### config.mk
export PLATFORM = sky130hd
export DESIGN_NAME = multicycle_control_unit_flat
export DESIGN_NICKNAME = d
export VERILOG_FILES = /design/src/rtl/multicycle_control_unit_pkg.sv /design/src/rtl/multicycle_control_unit_if.sv /design/src/rtl/multicycle_control_unit_alu_decoder.sv /design/src/rtl/multicycle_control_unit.sv /design/src/flat_wrapper.sv
export SDC_FILE = /design/constraint.sdc
export NUM_CORES = 1
export LEC_CHECK = 0
export ABC_AREA = 1
export CELL_PAD_IN_SITES_DETAIL_PLACEMENT = 0
export CELL_PAD_IN_SITES_GLOBAL_PLACEMENT = 1
export CORE_MARGIN = 1
export CORE_UTILIZATION = 23
export CTS_CLUSTER_SIZE = 25
export DETAILED_ROUTE_END_ITERATION = 8
export HOLD_SLACK_MARGIN = 0.08
export PLACE_DENSITY_LB_ADDON = 0.12
export SETUP_SLACK_MARGIN = 0.02
export SYNTH_ARGS = -nofsm -noshare
export SYNTH_HDL_FRONTEND = slang
export SYNTH_SLANG_ARGS = --single-unit
### constraint.sdc
create_clock -name clk -period 1.6 [get_ports clk]
set_input_delay 0.32 -clock clk [delete_from_list [all_inputs] [get_ports clk]]
set_output_delay 0.32 -clock clk [all_outputs]
set_load 0.02 [all_outputs]
### src/rtl/multicycle_control_unit_pkg.sv
// -----------------------------------------------------------------------------
// control_pkg
// Shared encodings for the multicycle RISC-V control unit: FSM state enum,
// ALU operation codes, datapath mux selects, immediate formats and the RV32I
// opcodes the decoder recognises.
// No ports (package).
// -----------------------------------------------------------------------------
package control_pkg;

   // All sixteen codes are used, so the 4-bit register has no spare encodings.
   typedef enum logic [3:0] {
      ST_FETCH    = 4'd0,
      ST_DECODE   = 4'd1,
      ST_MEMADR   = 4'd2,
      ST_MEMREAD  = 4'd3,
      ST_MEMWB    = 4'd4,
      ST_MEMWRITE = 4'd5,
      ST_EXEC_R   = 4'd6,
      ST_EXEC_I   = 4'd7,
      ST_ALUWB    = 4'd8,
      ST_BRANCH   = 4'd9,
      ST_JAL      = 4'd10,
      ST_JALR1    = 4'd11,
      ST_JALR2    = 4'd12,
      ST_LUI      = 4'd13,
      ST_AUIPC    = 4'd14,
      ST_ILLEGAL  = 4'd15
   } state_t;

   typedef enum logic [1:0] {
      ALUOP_ADD   = 2'd0,
      ALUOP_SUB   = 2'd1,
      ALUOP_FUNCT = 2'd2
   } alu_op_t;

   localparam logic [3:0] ALU_ADD   = 4'd0;
   localparam logic [3:0] ALU_SUB   = 4'd1;
   localparam logic [3:0] ALU_AND   = 4'd2;
   localparam logic [3:0] ALU_OR    = 4'd3;
   localparam logic [3:0] ALU_XOR   = 4'd4;
   localparam logic [3:0] ALU_SLL   = 4'd5;
   localparam logic [3:0] ALU_SRL   = 4'd6;
   localparam logic [3:0] ALU_SRA   = 4'd7;
   localparam logic [3:0] ALU_SLT   = 4'd8;
   localparam logic [3:0] ALU_SLTU  = 4'd9;
   localparam logic [3:0] ALU_PASSB = 4'd10;

   localparam logic [1:0] RES_ALUOUT    = 2'd0;
   localparam logic [1:0] RES_DATA      = 2'd1;
   localparam logic [1:0] RES_ALURESULT = 2'd2;

   localparam logic [1:0] SRCA_PC    = 2'd0;
   localparam logic [1:0] SRCA_OLDPC = 2'd1;
   localparam logic [1:0] SRCA_A     = 2'd2;

   localparam logic [1:0] SRCB_B    = 2'd0;
   localparam logic [1:0] SRCB_IMM  = 2'd1;
   localparam logic [1:0] SRCB_FOUR = 2'd2;

   localparam logic [2:0] IMM_I = 3'd0;
   localparam logic [2:0] IMM_S = 3'd1;
   localparam logic [2:0] IMM_B = 3'd2;
   localparam logic [2:0] IMM_J = 3'd3;
   localparam logic [2:0] IMM_U = 3'd4;

   localparam logic [6:0] OP_LOAD   = 7'b0000011;
   localparam logic [6:0] OP_STORE  = 7'b0100011;
   localparam logic [6:0] OP_RTYPE  = 7'b0110011;
   localparam logic [6:0] OP_ITYPE  = 7'b0010011;
   localparam logic [6:0] OP_BRANCH = 7'b1100011;
   localparam logic [6:0] OP_JAL    = 7'b1101111;
   localparam logic [6:0] OP_JALR   = 7'b1100111;
   localparam logic [6:0] OP_LUI    = 7'b0110111;
   localparam logic [6:0] OP_AUIPC  = 7'b0010111;

   localparam logic [2:0] F3_BEQ = 3'b000;
   localparam logic [2:0] F3_BNE = 3'b001;

   function automatic logic branch_supported(input logic [2:0] funct3);
      return (funct3 == F3_BEQ) || (funct3 == F3_BNE);
   endfunction

   // PC update decision for the supported branches; Zero comes straight from
   // the ALU in the same cycle.
   function automatic logic branch_pc_write(input logic [2:0] funct3, input logic zero);
      return ((funct3 == F3_BEQ) && zero) || ((funct3 == F3_BNE) && !zero);
   endfunction

endpackage

### src/rtl/multicycle_control_unit_if.sv
// -----------------------------------------------------------------------------
// multicycle_control_unit_if
// Control bundle between the multicycle control unit and its datapath.
//   Op, Funct3, Funct7, Zero       datapath -> control (instruction fields, ALU zero)
//   PCWrite, RegWrite, MemWrite,
//   IRWrite, ADRSrc, ResultSrc,
//   ALUSrcA, ALUSrcB, ALUControl,
//   ImmSrc, Illegal_o              control -> datapath
// Modports: master = control unit, slave = datapath.
// -----------------------------------------------------------------------------
interface multicycle_control_unit_if;

   logic [6:0] Op;
   logic [2:0] Funct3;
   logic [6:0] Funct7;
   logic       Zero;

   logic       PCWrite;
   logic       RegWrite;
   logic       MemWrite;
   logic       IRWrite;
   logic       ADRSrc;
   logic [1:0] ResultSrc;
   logic [1:0] ALUSrcA;
   logic [1:0] ALUSrcB;
   logic [3:0] ALUControl;
   logic [2:0] ImmSrc;
   logic       Illegal_o;

   modport master (
      input  Op, Funct3, Funct7, Zero,
      output PCWrite, RegWrite, MemWrite, IRWrite, ADRSrc, ResultSrc,
             ALUSrcA, ALUSrcB, ALUControl, ImmSrc, Illegal_o
   );

   modport slave (
      output Op, Funct3, Funct7, Zero,
      input  PCWrite, RegWrite, MemWrite, IRWrite, ADRSrc, ResultSrc,
             ALUSrcA, ALUSrcB, ALUControl, ImmSrc, Illegal_o
   );

endinterface

### src/rtl/multicycle_control_unit_alu_decoder.sv
// -----------------------------------------------------------------------------
// alu_decoder
// Combinational ALU operation decode.
//   alu_op       in  2  ADD / SUB / funct-decoded
//   funct3       in  3  Instr[14:12]
//   funct7_b5    in  1  Instr[30]
//   op_b5        in  1  Instr[5], 1 for R-type, 0 for I-type ALU
//   alu_control  out 4  ALU operation code
// -----------------------------------------------------------------------------
module alu_decoder
   import control_pkg::*;
(
   input  alu_op_t    alu_op,
   input  logic [2:0] funct3,
   input  logic       funct7_b5,
   input  logic       op_b5,
   output logic [3:0] alu_control
);

   always_comb begin
      alu_control = ALU_ADD;
      case (alu_op)
         ALUOP_ADD: alu_control = ALU_ADD;
         ALUOP_SUB: alu_control = ALU_SUB;
         ALUOP_FUNCT: begin
            case (funct3)
               // Only R-type uses bit 30 for SUB; ADDI immediates may have it set.
               3'b000:  alu_control = (op_b5 && funct7_b5) ? ALU_SUB : ALU_ADD;
               3'b001:  alu_control = ALU_SLL;
               3'b010:  alu_control = ALU_SLT;
               3'b011:  alu_control = ALU_SLTU;
               3'b100:  alu_control = ALU_XOR;
               3'b101:  alu_control = funct7_b5 ? ALU_SRA : ALU_SRL;
               3'b110:  alu_control = ALU_OR;
               default: alu_control = ALU_AND;
            endcase
         end
         default: alu_control = ALU_ADD;
      endcase
   end

endmodule

### src/rtl/multicycle_control_unit.sv
// -----------------------------------------------------------------------------
// multicycle_control_unit
// Control FSM for the multicycle RV32I datapath. Outputs are decoded from the
// state register; PCWrite in BRANCH additionally follows Zero combinationally.
//   clk    in  system clock, rising edge
//   reset  in  asynchronous, active-low reset; forces every output to 0
//   bus    master modport of multicycle_control_unit_if
// Parameter ILLEGAL_TRAP: 1 = unknown opcode parks in ILLEGAL, 0 = NOP.
//
// state       | meaning
// ------------+---------------------------------------------------------
// FETCH       | IR <= mem[PC], PC <= PC+4
// DECODE      | read regs, ALUOut <= OldPC+imm (branch/jal target)
// MEMADR      | ALUOut <= A+imm, load/store address
// MEMREAD     | Data <= mem[ALUOut]
// MEMWB       | rd <= Data
// MEMWRITE    | mem[ALUOut] <= B
// EXEC_R      | ALUOut <= A op B
// EXEC_I      | ALUOut <= A op imm
// ALUWB       | rd <= ALUOut
// BRANCH      | compare A-B, PC <= ALUOut when taken
// JAL         | PC <= target, ALUOut <= OldPC+4
// JALR1       | ALUOut <= A+imm
// JALR2       | PC <= ALUOut, ALUOut <= OldPC+4
// LUI         | ALUOut <= imm
// AUIPC       | ALUOut <= OldPC+imm
// ILLEGAL     | halted until reset
// -----------------------------------------------------------------------------
module multicycle_control_unit
   import control_pkg::*;
#(
   parameter bit ILLEGAL_TRAP = 1'b1
) (
   input logic clk,
   input logic reset,
   multicycle_control_unit_if.master bus
);

   state_t     state;
   state_t     state_next;
   alu_op_t    alu_op;
   logic [3:0] alu_dec;
   logic       pass_b;

   logic       pc_write;
   logic       reg_write;
   logic       mem_write;
   logic       ir_write;
   logic       adr_src;
   logic       illegal;
   logic [1:0] result_src;
   logic [1:0] alu_src_a;
   logic [1:0] alu_src_b;
   logic [2:0] imm_src;
   logic [3:0] alu_control;
   logic       funct7_unused;

   assign funct7_unused = ^{bus.Funct7[6], bus.Funct7[4:0]};

   always_ff @(posedge clk or negedge reset) begin
      if (!reset) begin
         state <= ST_FETCH;
      end else begin
         state <= state_next;
      end
   end

   always_comb begin
      state_next = state;
      case (state)
         ST_FETCH: state_next = ST_DECODE;
         ST_DECODE: begin
            case (bus.Op)
               OP_LOAD, OP_STORE: state_next = ST_MEMADR;
               OP_RTYPE:          state_next = ST_EXEC_R;
               OP_ITYPE:          state_next = ST_EXEC_I;
               OP_BRANCH:         state_next = ST_BRANCH;
               OP_JAL:            state_next = ST_JAL;
               OP_JALR:           state_next = ST_JALR1;
               OP_LUI:            state_next = ST_LUI;
               OP_AUIPC:          state_next = ST_AUIPC;
               default:           state_next = ILLEGAL_TRAP ? ST_ILLEGAL : ST_FETCH;
            endcase
         end
         ST_MEMADR:   state_next = (bus.Op == OP_STORE) ? ST_MEMWRITE : ST_MEMREAD;
         ST_MEMREAD:  state_next = ST_MEMWB;
         ST_MEMWB:    state_next = ST_FETCH;
         ST_MEMWRITE: state_next = ST_FETCH;
         ST_EXEC_R:   state_next = ST_ALUWB;
         ST_EXEC_I:   state_next = ST_ALUWB;
         ST_ALUWB:    state_next = ST_FETCH;
         ST_BRANCH:   state_next = branch_supported(bus.Funct3) ? ST_FETCH : ST_ILLEGAL;
         ST_JAL:      state_next = ST_ALUWB;
         ST_JALR1:    state_next = ST_JALR2;
         ST_JALR2:    state_next = ST_ALUWB;
         ST_LUI:      state_next = ST_ALUWB;
         ST_AUIPC:    state_next = ST_ALUWB;
         ST_ILLEGAL:  state_next = ST_ILLEGAL;
         default:     state_next = ST_FETCH;
      endcase
   end

   always_comb begin
      pc_write   = 1'b0;
      reg_write  = 1'b0;
      mem_write  = 1'b0;
      ir_write   = 1'b0;
      adr_src    = 1'b0;
      illegal    = 1'b0;
      result_src = RES_ALUOUT;
      alu_src_a  = SRCA_PC;
      alu_src_b  = SRCB_B;
      imm_src    = IMM_I;
      alu_op     = ALUOP_ADD;
      pass_b     = 1'b0;
      case (state)
         ST_FETCH: begin
            ir_write   = 1'b1;
            alu_src_a  = SRCA_PC;
            alu_src_b  = SRCB_FOUR;
            result_src = RES_ALURESULT;
            pc_write   = 1'b1;
         end
         ST_DECODE: begin
            alu_src_a = SRCA_OLDPC;
            alu_src_b = SRCB_IMM;
            if (bus.Op == OP_BRANCH) begin
               imm_src = IMM_B;
            end else if (bus.Op == OP_JAL) begin
               imm_src = IMM_J;
            end
         end
         ST_MEMADR: begin
            alu_src_a = SRCA_A;
            alu_src_b = SRCB_IMM;
            if (bus.Op == OP_STORE) begin
               imm_src = IMM_S;
            end
         end
         ST_MEMREAD: begin
            adr_src    = 1'b1;
            result_src = RES_ALUOUT;
         end
         ST_MEMWB: begin
            result_src = RES_DATA;
            reg_write  = 1'b1;
         end
         ST_MEMWRITE: begin
            adr_src    = 1'b1;
            result_src = RES_ALUOUT;
            mem_write  = 1'b1;
         end
         ST_EXEC_R: begin
            alu_src_a = SRCA_A;
            alu_src_b = SRCB_B;
            alu_op    = ALUOP_FUNCT;
         end
         ST_EXEC_I: begin
            alu_src_a = SRCA_A;
            alu_src_b = SRCB_IMM;
            alu_op    = ALUOP_FUNCT;
         end
         ST_ALUWB: begin
            result_src = RES_ALUOUT;
            reg_write  = 1'b1;
         end
         ST_BRANCH: begin
            alu_src_a = SRCA_A;
            alu_src_b = SRCB_B;
            alu_op    = ALUOP_SUB;
            pc_write  = branch_pc_write(bus.Funct3, bus.Zero);
         end
         ST_JAL, ST_JALR2: begin
            alu_src_a = SRCA_OLDPC;
            alu_src_b = SRCB_FOUR;
            pc_write  = 1'b1;
         end
         ST_JALR1: begin
            alu_src_a = SRCA_A;
            alu_src_b = SRCB_IMM;
         end
         ST_LUI: begin
            alu_src_b = SRCB_IMM;
            imm_src   = IMM_U;
            pass_b    = 1'b1;
         end
         ST_AUIPC: begin
            alu_src_a = SRCA_OLDPC;
            alu_src_b = SRCB_IMM;
            imm_src   = IMM_U;
         end
         ST_ILLEGAL: begin
            illegal = 1'b1;
         end
         default: begin
            illegal = 1'b0;
         end
      endcase
   end

   alu_decoder u_alu_decoder (
      .alu_op      (alu_op),
      .funct3      (bus.Funct3),
      .funct7_b5   (bus.Funct7[5]),
      .op_b5       (bus.Op[5]),
      .alu_control (alu_dec)
   );

   assign alu_control = pass_b ? ALU_PASSB : alu_dec;

   // Outputs are gated by reset itself so nothing is enabled while reset is
   // low, even though the state register already reads FETCH.
   assign bus.PCWrite    = reset & pc_write;
   assign bus.RegWrite   = reset & reg_write;
   assign bus.MemWrite   = reset & mem_write;
   assign bus.IRWrite    = reset & ir_write;
   assign bus.ADRSrc     = reset & adr_src;
   assign bus.Illegal_o  = reset & illegal;
   assign bus.ResultSrc  = reset ? result_src  : 2'd0;
   assign bus.ALUSrcA    = reset ? alu_src_a   : 2'd0;
   assign bus.ALUSrcB    = reset ? alu_src_b   : 2'd0;
   assign bus.ImmSrc     = reset ? imm_src     : 3'd0;
   assign bus.ALUControl = reset ? alu_control : 4'd0;

endmodule

### src/flat_wrapper.sv
// flat-port wrapper written by rule: the top's interface ports become plain ports
module multicycle_control_unit_flat import control_pkg::*;
#(
   parameter bit ILLEGAL_TRAP = 1'b1
)
  (clk, reset, bus_Op, bus_Funct3, bus_Funct7, bus_Zero, bus_PCWrite, bus_RegWrite, bus_MemWrite, bus_IRWrite, bus_ADRSrc, bus_ResultSrc, bus_ALUSrcA, bus_ALUSrcB, bus_ALUControl, bus_ImmSrc, bus_Illegal_o);
  multicycle_control_unit_if bus_i ();
  input logic clk;
  input logic reset;
  input wire logic [$bits(bus_i.Op)-1:0] bus_Op;
  input wire logic [$bits(bus_i.Funct3)-1:0] bus_Funct3;
  input wire logic [$bits(bus_i.Funct7)-1:0] bus_Funct7;
  input wire logic [$bits(bus_i.Zero)-1:0] bus_Zero;
  output wire logic [$bits(bus_i.PCWrite)-1:0] bus_PCWrite;
  output wire logic [$bits(bus_i.RegWrite)-1:0] bus_RegWrite;
  output wire logic [$bits(bus_i.MemWrite)-1:0] bus_MemWrite;
  output wire logic [$bits(bus_i.IRWrite)-1:0] bus_IRWrite;
  output wire logic [$bits(bus_i.ADRSrc)-1:0] bus_ADRSrc;
  output wire logic [$bits(bus_i.ResultSrc)-1:0] bus_ResultSrc;
  output wire logic [$bits(bus_i.ALUSrcA)-1:0] bus_ALUSrcA;
  output wire logic [$bits(bus_i.ALUSrcB)-1:0] bus_ALUSrcB;
  output wire logic [$bits(bus_i.ALUControl)-1:0] bus_ALUControl;
  output wire logic [$bits(bus_i.ImmSrc)-1:0] bus_ImmSrc;
  output wire logic [$bits(bus_i.Illegal_o)-1:0] bus_Illegal_o;
  assign bus_i.Op = bus_Op;
  assign bus_i.Funct3 = bus_Funct3;
  assign bus_i.Funct7 = bus_Funct7;
  assign bus_i.Zero = bus_Zero;
  assign bus_PCWrite = bus_i.PCWrite;
  assign bus_RegWrite = bus_i.RegWrite;
  assign bus_MemWrite = bus_i.MemWrite;
  assign bus_IRWrite = bus_i.IRWrite;
  assign bus_ADRSrc = bus_i.ADRSrc;
  assign bus_ResultSrc = bus_i.ResultSrc;
  assign bus_ALUSrcA = bus_i.ALUSrcA;
  assign bus_ALUSrcB = bus_i.ALUSrcB;
  assign bus_ALUControl = bus_i.ALUControl;
  assign bus_ImmSrc = bus_i.ImmSrc;
  assign bus_Illegal_o = bus_i.Illegal_o;
  multicycle_control_unit #(.ILLEGAL_TRAP(ILLEGAL_TRAP)) u_core (.clk(clk), .reset(reset), .bus(bus_i));
endmodule
==> flow_summary.yaml, run 1 <==
synthesis:
  synthTopCellsByArea: "nand2_1 15%, dfrtp_1 12%, nor2_1 11%"
  yosysWarningCount: 0
  ys_seq_area_share_pct: 12.4
  synth_top_area_cell: "nand2_1"
  avgSynthCellArea_um2: 5.62
  synth_area_um2: 810
  netlist_instances: 144
  yosysTopAreaCellShare_pct: 15.3
  synth-seq-cells: 4
  ys_types: 28
  synth_nets: 166
global_route:
  grt_usage_pct: 18.7
  antenna_found_initial: 0
  grt_max_degree: 12
  gr-total-overflow: 0
  grt_pass1_vias: 1187
  grt_first_pass_wirelength_um: 5180
clock_network:
  root_buffer: "clkbuf_4"
  clkSlewWorstSetupHoldPaths_ns: 0.04
  cts_tree: "yes"
  htree_levels: 1
  clk_latency_ns: 0.24
  ctsHoldBuffers: 0
  cts.sinks: 4
  cts_buffers: 3
  cts_buffer_depth: 2
critical_path:
  setup.reg_to_reg.worst_slack_ns: -0.01
  crit_fanout: 4
  endpoint_kind: "output port"
  crit_type: "register to output port"
  cp.arrival_ns: 1.61
  worst_setup_path_start_kind: "register"
  critical_path_required_ns: 1.28
route:
  route.detailed.vias_per_inst: 4.44
  drt_pass1_iterations: 4
  drcViolationCount: 0
  wl_um: 3450
  wl_per_cell_um: 12.3
  final_antenna_net_count: 0
  drt_iter0_markers: 44
  dr_total_vias: 1243
flow_run:
  maxCapViolations: 0
sta:
  post-route-period-util_pct: 121
  fmax_ghz: 0.517
  period_needed_ns: 1.93
  rsz0062_at_grt: "true"
  skew_ns: 0.00240
  worst_pin_slew_ns: 0.243
  max_slew_margin_pct: 83.8
  layout_setup_ws_ns: -0.333
  setup_violations: 19
  hold_viol: 0
  drv_slew: 0
power_and_ir_drop:
  power.density_mw_per_mm2: 192
  power.leakage_nw: 0.895
  totalPowerFinal_uw: 365
  ir_drop_v: 0.000273
min_path:
  hold_class: "primary input to asynchronous set/reset pin"
finish:
  multi_input_area_um2: 813
  regArea_um2: 103
  syn2layout_area_growth_pct: 135
  top_register: "u_core.state"
  final_common_cell: "buf_4"
  fillers: 344
  layout_common_cells: "52 x buf_4, 25 x nand2_1, 22 x buf_6"
  largestRegisters: "u_core.state: 4 flops"
  diodes: 0
  final_nets: 258
  largest_reg_flops: 4
  drive_above_1_share_pct: 64.1
  utilization_pct: 56.6
  fin_cells: 280
outcome:
  failed_checks: "setup timing"
  status: "finished with violations"
floorplanning:
  rows: 21
  die_w_um: 61.3
  ios: 39
  start_util_pct: 24.1
  design.core.area_mm2: 0.00336
  die_y_um: 61.3
  dieArea_mm2: 0.00376
placement:
  gp_congestion: 0.851
  dpl.hpwl_um: 2450
  numPortBuffers: 32
  placedCellCount: 259
==> per-layer routing <==
metal | vias to the layer above | part of all wire [%] | track usage (%) | routed length, um
met2 | 26 | 53 | 32.8 | 1820
met3 | 6 | 3.0 | 1.26 | 102
met1 | 567 | 43 | 24.6 | 1480
met4 | 0 | 1.4 | 5.52 | 48
li1 | 644 | - | - | -
met5 | - | 0 | 0 | 0
==> synth_stat cells <==
master,instances
a211oi_2,1
a21oi_1,9
a21oi_2,1
a31oi_1,2
clkbuf_1,1
dfrtp_1,4
ha_1,2
inv_1,19
inv_2,8
nand2_1,33
nand2_2,7
nand2_4,1
nand3_1,9
nand3_2,2
nand3b_1,1
nand4_1,4
nor2_1,24
nor2_2,3
nor2_4,3
nor3_1,1
o2111ai_1,1
o211ai_1,1
o211ai_2,1
o21ai_0,2
o21ai_2,1
o22ai_2,1
o31ai_1,1
xor2_1,1
==> final timing paths <==
| kind | start | endpoint | cells past startpoint |
|---|---|---|---|
| worst min register to register | u_core.state[1] | u_core.state[2] | 5 |
| worst min-delay path | reset | u_core.state[2] | 3 |
| min in group clk | bus_Op[5] | u_core.state[1] | 6 |
| max in group asynchronous | reset | u_core.state[3] | 3 |
| worst max register to register | u_core.state[3] | u_core.state[2] | 12 |
| worst max-delay path | u_core.state[3] | bus_ALUControl[1] | 8 |
==> what timing repair did <==
action                     in CTS  in global routing
pin swaps                      24                 20
gates resized for setup       166                 30
setup endpoints to repair      19                 20
setup buffers                  15                 10
==> per-stage QoR <==
stage          worst slack, ns  hold WS, ns  cell area, um2  setup TNS, ns
2_1_floorplan           -0.150       0.0244             836         -0.376
3_3_place_gp            -0.750        0.637            1510         -11.34
3_5_place_dp            -0.761        0.639            1510         -11.58
4_1_cts                 -0.331        0.243            1800          -3.46
5_1_grt                 -0.426        0.266            1900          -4.75
6_report                -0.333        0.254            1900          -3.42
==> cells by family (layout without fill, tap and decap cells) <==
kind of cell    count (synthesis)  after routing  synth area share (%)
simple gates                   88             88                  52.4
flops                           4              4                  12.4
fa+ha+maj                       2              2                  3.09
buf+inv                        28            118                  13.0
xor+xnor                        1              1                  1.08
compound gates                 21             21                  18.1
==> power breakdown <==
group | leakage [nW] | total (mW) | internal, mW | switching, mW
Combinational | 0.847 | 0.137 | 0.0714 | 0.0661
Sequential | 0.0344 | 0.102 | 0.102 | 0
Clock | 0.0138 | 0.126 | 0.0840 | 0.0423
Total | 0.895 | 0.365 | 0.257 | 0.108
==> worst max-delay path, stage by stage (launching register included) <==
cell and delay, ns:
dfrtp_2 0.44, inv_2 0.09, nand2_4 0.07, nor2_4 0.12, ha_4 0.22, inv_4 0.06
nand4_1 0.08, a21oi_2 0.16, buf_6 0.13
==> final cells by class <==
cell class / count / area share [%]
multi-input cells: 112 / 42.7
inverters: 27 / 6.37
flip-flops and latches: 4 / 5.39
clock buffers: 3 / 1.18
well taps: 46 / 3.02
repair buffers: 88 / 41.3
No activity file was read; power rests on OpenSTA's default activity.
==> run 2, diff against run 1 <==
GPL_TIMING_DRIVEN = 0   (was default)
==> run 2 against run 1 <==
The flow still finishes with violations (setup timing). Highest routed layer unchanged. Die area is the same. Clock-buffer cell count is the same. Global-route usage shrank 3.0 points. Combinational power shrank 28%. Maximum frequency shrank 0.41%.
==> flow_summary.yaml, run 2 (synthesis results as in run 1) <==
clock_network:
  htree_levels: 1
  root_buffer: "clkbuf_4"
  cts.sinks: 4
  clk_latency_ns: 0.24
  cts_buffers: 3
  cts_tree: "yes"
  cts_buffer_depth: 2
  clkSlewWorstSetupHoldPaths_ns: 0.04
finish:
  top_register: "u_core.state"
  largest_reg_flops: 4
  final_common_cell: "buf_4"
  final_nets: 219
  layout_common_cells: "27 x buf_4, 26 x nand2_1, 15 x inv_2"
  fillers: 394
  diodes: 0
  regArea_um2: 104
  syn2layout_area_growth_pct: 81.3
  largestRegisters: "u_core.state: 4 flops"
  drive_above_1_share_pct: 55.4
  multi_input_area_um2: 763
power_and_ir_drop:
  power.leakage_nw: 0.622
  ir_drop_v: 0.000222
  p_sw_share_pct: 30.6
  power.density_mw_per_mm2: 222
  totalPowerFinal_uw: 327
  p_int_uw: 227
  seq_power_share_pct: 31.1
  pwr-share-comb_pct: 30.3
  switchingPower_uw: 99.9
  clockPowerShare_pct: 38.6
flow_run:
  maxCapViolations: 0
global_route:
  gr-total-overflow: 0
  grt_first_pass_wirelength_um: 4400
  antenna_found_initial: 0
  grt_usage_pct: 15.7
  grt_max_degree: 11
  grt_pass1_vias: 1073
sta:
  tns_ns: -3.84
  rsz0062_at_grt: "true"
  worst_pin_slew_ns: 0.229
  drv_slew: 0
  skew_ns: 0.00580
  period_needed_ns: 1.94
  setup_violations: 16
  fmax_ghz: 0.515
  post-route-period-util_pct: 121
  layout_setup_ws_ns: -0.341
  max_slew_margin_pct: 84.7
  hold_viol: 0
floorplanning:
  die_y_um: 61.3
  ios: 39
  rows: 21
  dieArea_mm2: 0.00376
  die_w_um: 61.3
  start_util_pct: 24.1
  design.core.area_mm2: 0.00336
route:
  drcViolationCount: 0
  route.detailed.vias_per_inst: 4.54
  drt_iter0_markers: 56
  dr_total_vias: 1093
  wl_per_cell_um: 12.2
  wl_um: 2930
  final_antenna_net_count: 0
  drt_pass1_iterations: 4
critical_path:
  worst_setup_path_start_kind: "register"
  setup.reg_to_reg.worst_slack_ns: 0.15
  worstReg2RegStart: "u_core.state[2]"
  crit_fanout: 4
  critical_path_buf_inv_count: 3
  crit_chain: "inv_2, nand2_4, nor2_4, ha_4, inv_4, nand4_1, a21oi_2, buf_4"
  endpoint_kind: "output port"
  crit_start: "u_core.state[3]"
  critical_path_required_ns: 1.28
  crit_type: "register to output port"
  r2r_cells: 8
  r2r-end: "u_core.state[0]"
  max_stage_delay_ns: 0.44
  cp.arrival_ns: 1.62
  critPathTopFamily: "flip-flops"
  critical_path.slowest_cell: "dfrtp_2"
placement:
  gp_congestion: 0.872
  dpl.hpwl_um: 2170
  numPortBuffers: 32
outcome:
  status: "finished with violations"
  failed_checks: "setup timing"
min_path:
  hold_class: "primary input to asynchronous set/reset pin"
==> run 2: how the worst max path moves through the flow <==
stage                             end  slack, ns  cells after the start
finish              bus_ALUControl[3]      -0.34                      8
global route        bus_ALUControl[3]      -0.42                      9
CTS                 bus_ALUControl[3]      -0.38                      8
detailed placement     bus_ALUSrcA[0]      -1.11                      5
global placement       bus_ALUSrcA[0]      -1.11                      5
floorplan           bus_ALUControl[1]      -0.15                      8
==> run 2: timing repair <==
action                                  in CTS  in global routing
hold endpoints to repair                     4                  4
resized for setup                          137                 32
endpoints found under the setup margin      19                 19
buffers inserted                            11                  4
pin swaps                                   16                  7
==> run 2: worst register-to-register path: cells and delay by family (launching register included) <==
kind | cells | cell delay, ns
buffers and inverters | 3 | 0.39
and+or+nand+nor | 4 | 0.36
DFF | 1 | 0.44
AOI/OAI and AO/OA | 1 | 0.13
==> run 2: final cells by class <==
cell class | count | area share [%]
Tap cell | 46 | 3.92
Multi-Input combinational cell | 112 | 52.0
Timing Repair Buffer | 48 | 27.5
Inverter | 27 | 7.42
Clock buffer | 3 | 1.53
Buffer | 1 | 0.512
Sequential cell | 4 | 7.08
==> run 2: metal layers <==
metal | GRT usage [%] | share of wire (%)
met4 | 5.84 | 1.3
met1 | 19.2 | 43
met2 | 28.7 | 51
met5 | 0 | 0
met3 | 0.840 | 4.9
==> run 2: stage by stage <==
stage	cells	area (um2)	hold slack [ns]	utilization (%)	setup slack, ns
after detailed placement	222	1210	0.632	36.1	-1.11
after global routing	241	1470	0.582	43.6	-0.423
after global placement	222	1210	0.627	36.1	-1.11
after floorplan	144	836	0.0244	-	-0.150
after CTS	236	1330	-0.0750	39.5	-0.381
final	241	1470	0.565	43.6	-0.341
==> run 2: power groups by stage <==
stage	Sequential, mW	Combinational [mW]	Clock (mW)
2_1_floorplan	0.103	0.0400	0
3_3_place_gp	0.103	0.0948	0
3_5_place_dp	0.103	0.0958	0
4_1_cts	0.102	0.0932	0.132
5_1_grt	0.102	0.109	0.138
6_report	0.102	0.0989	0.126
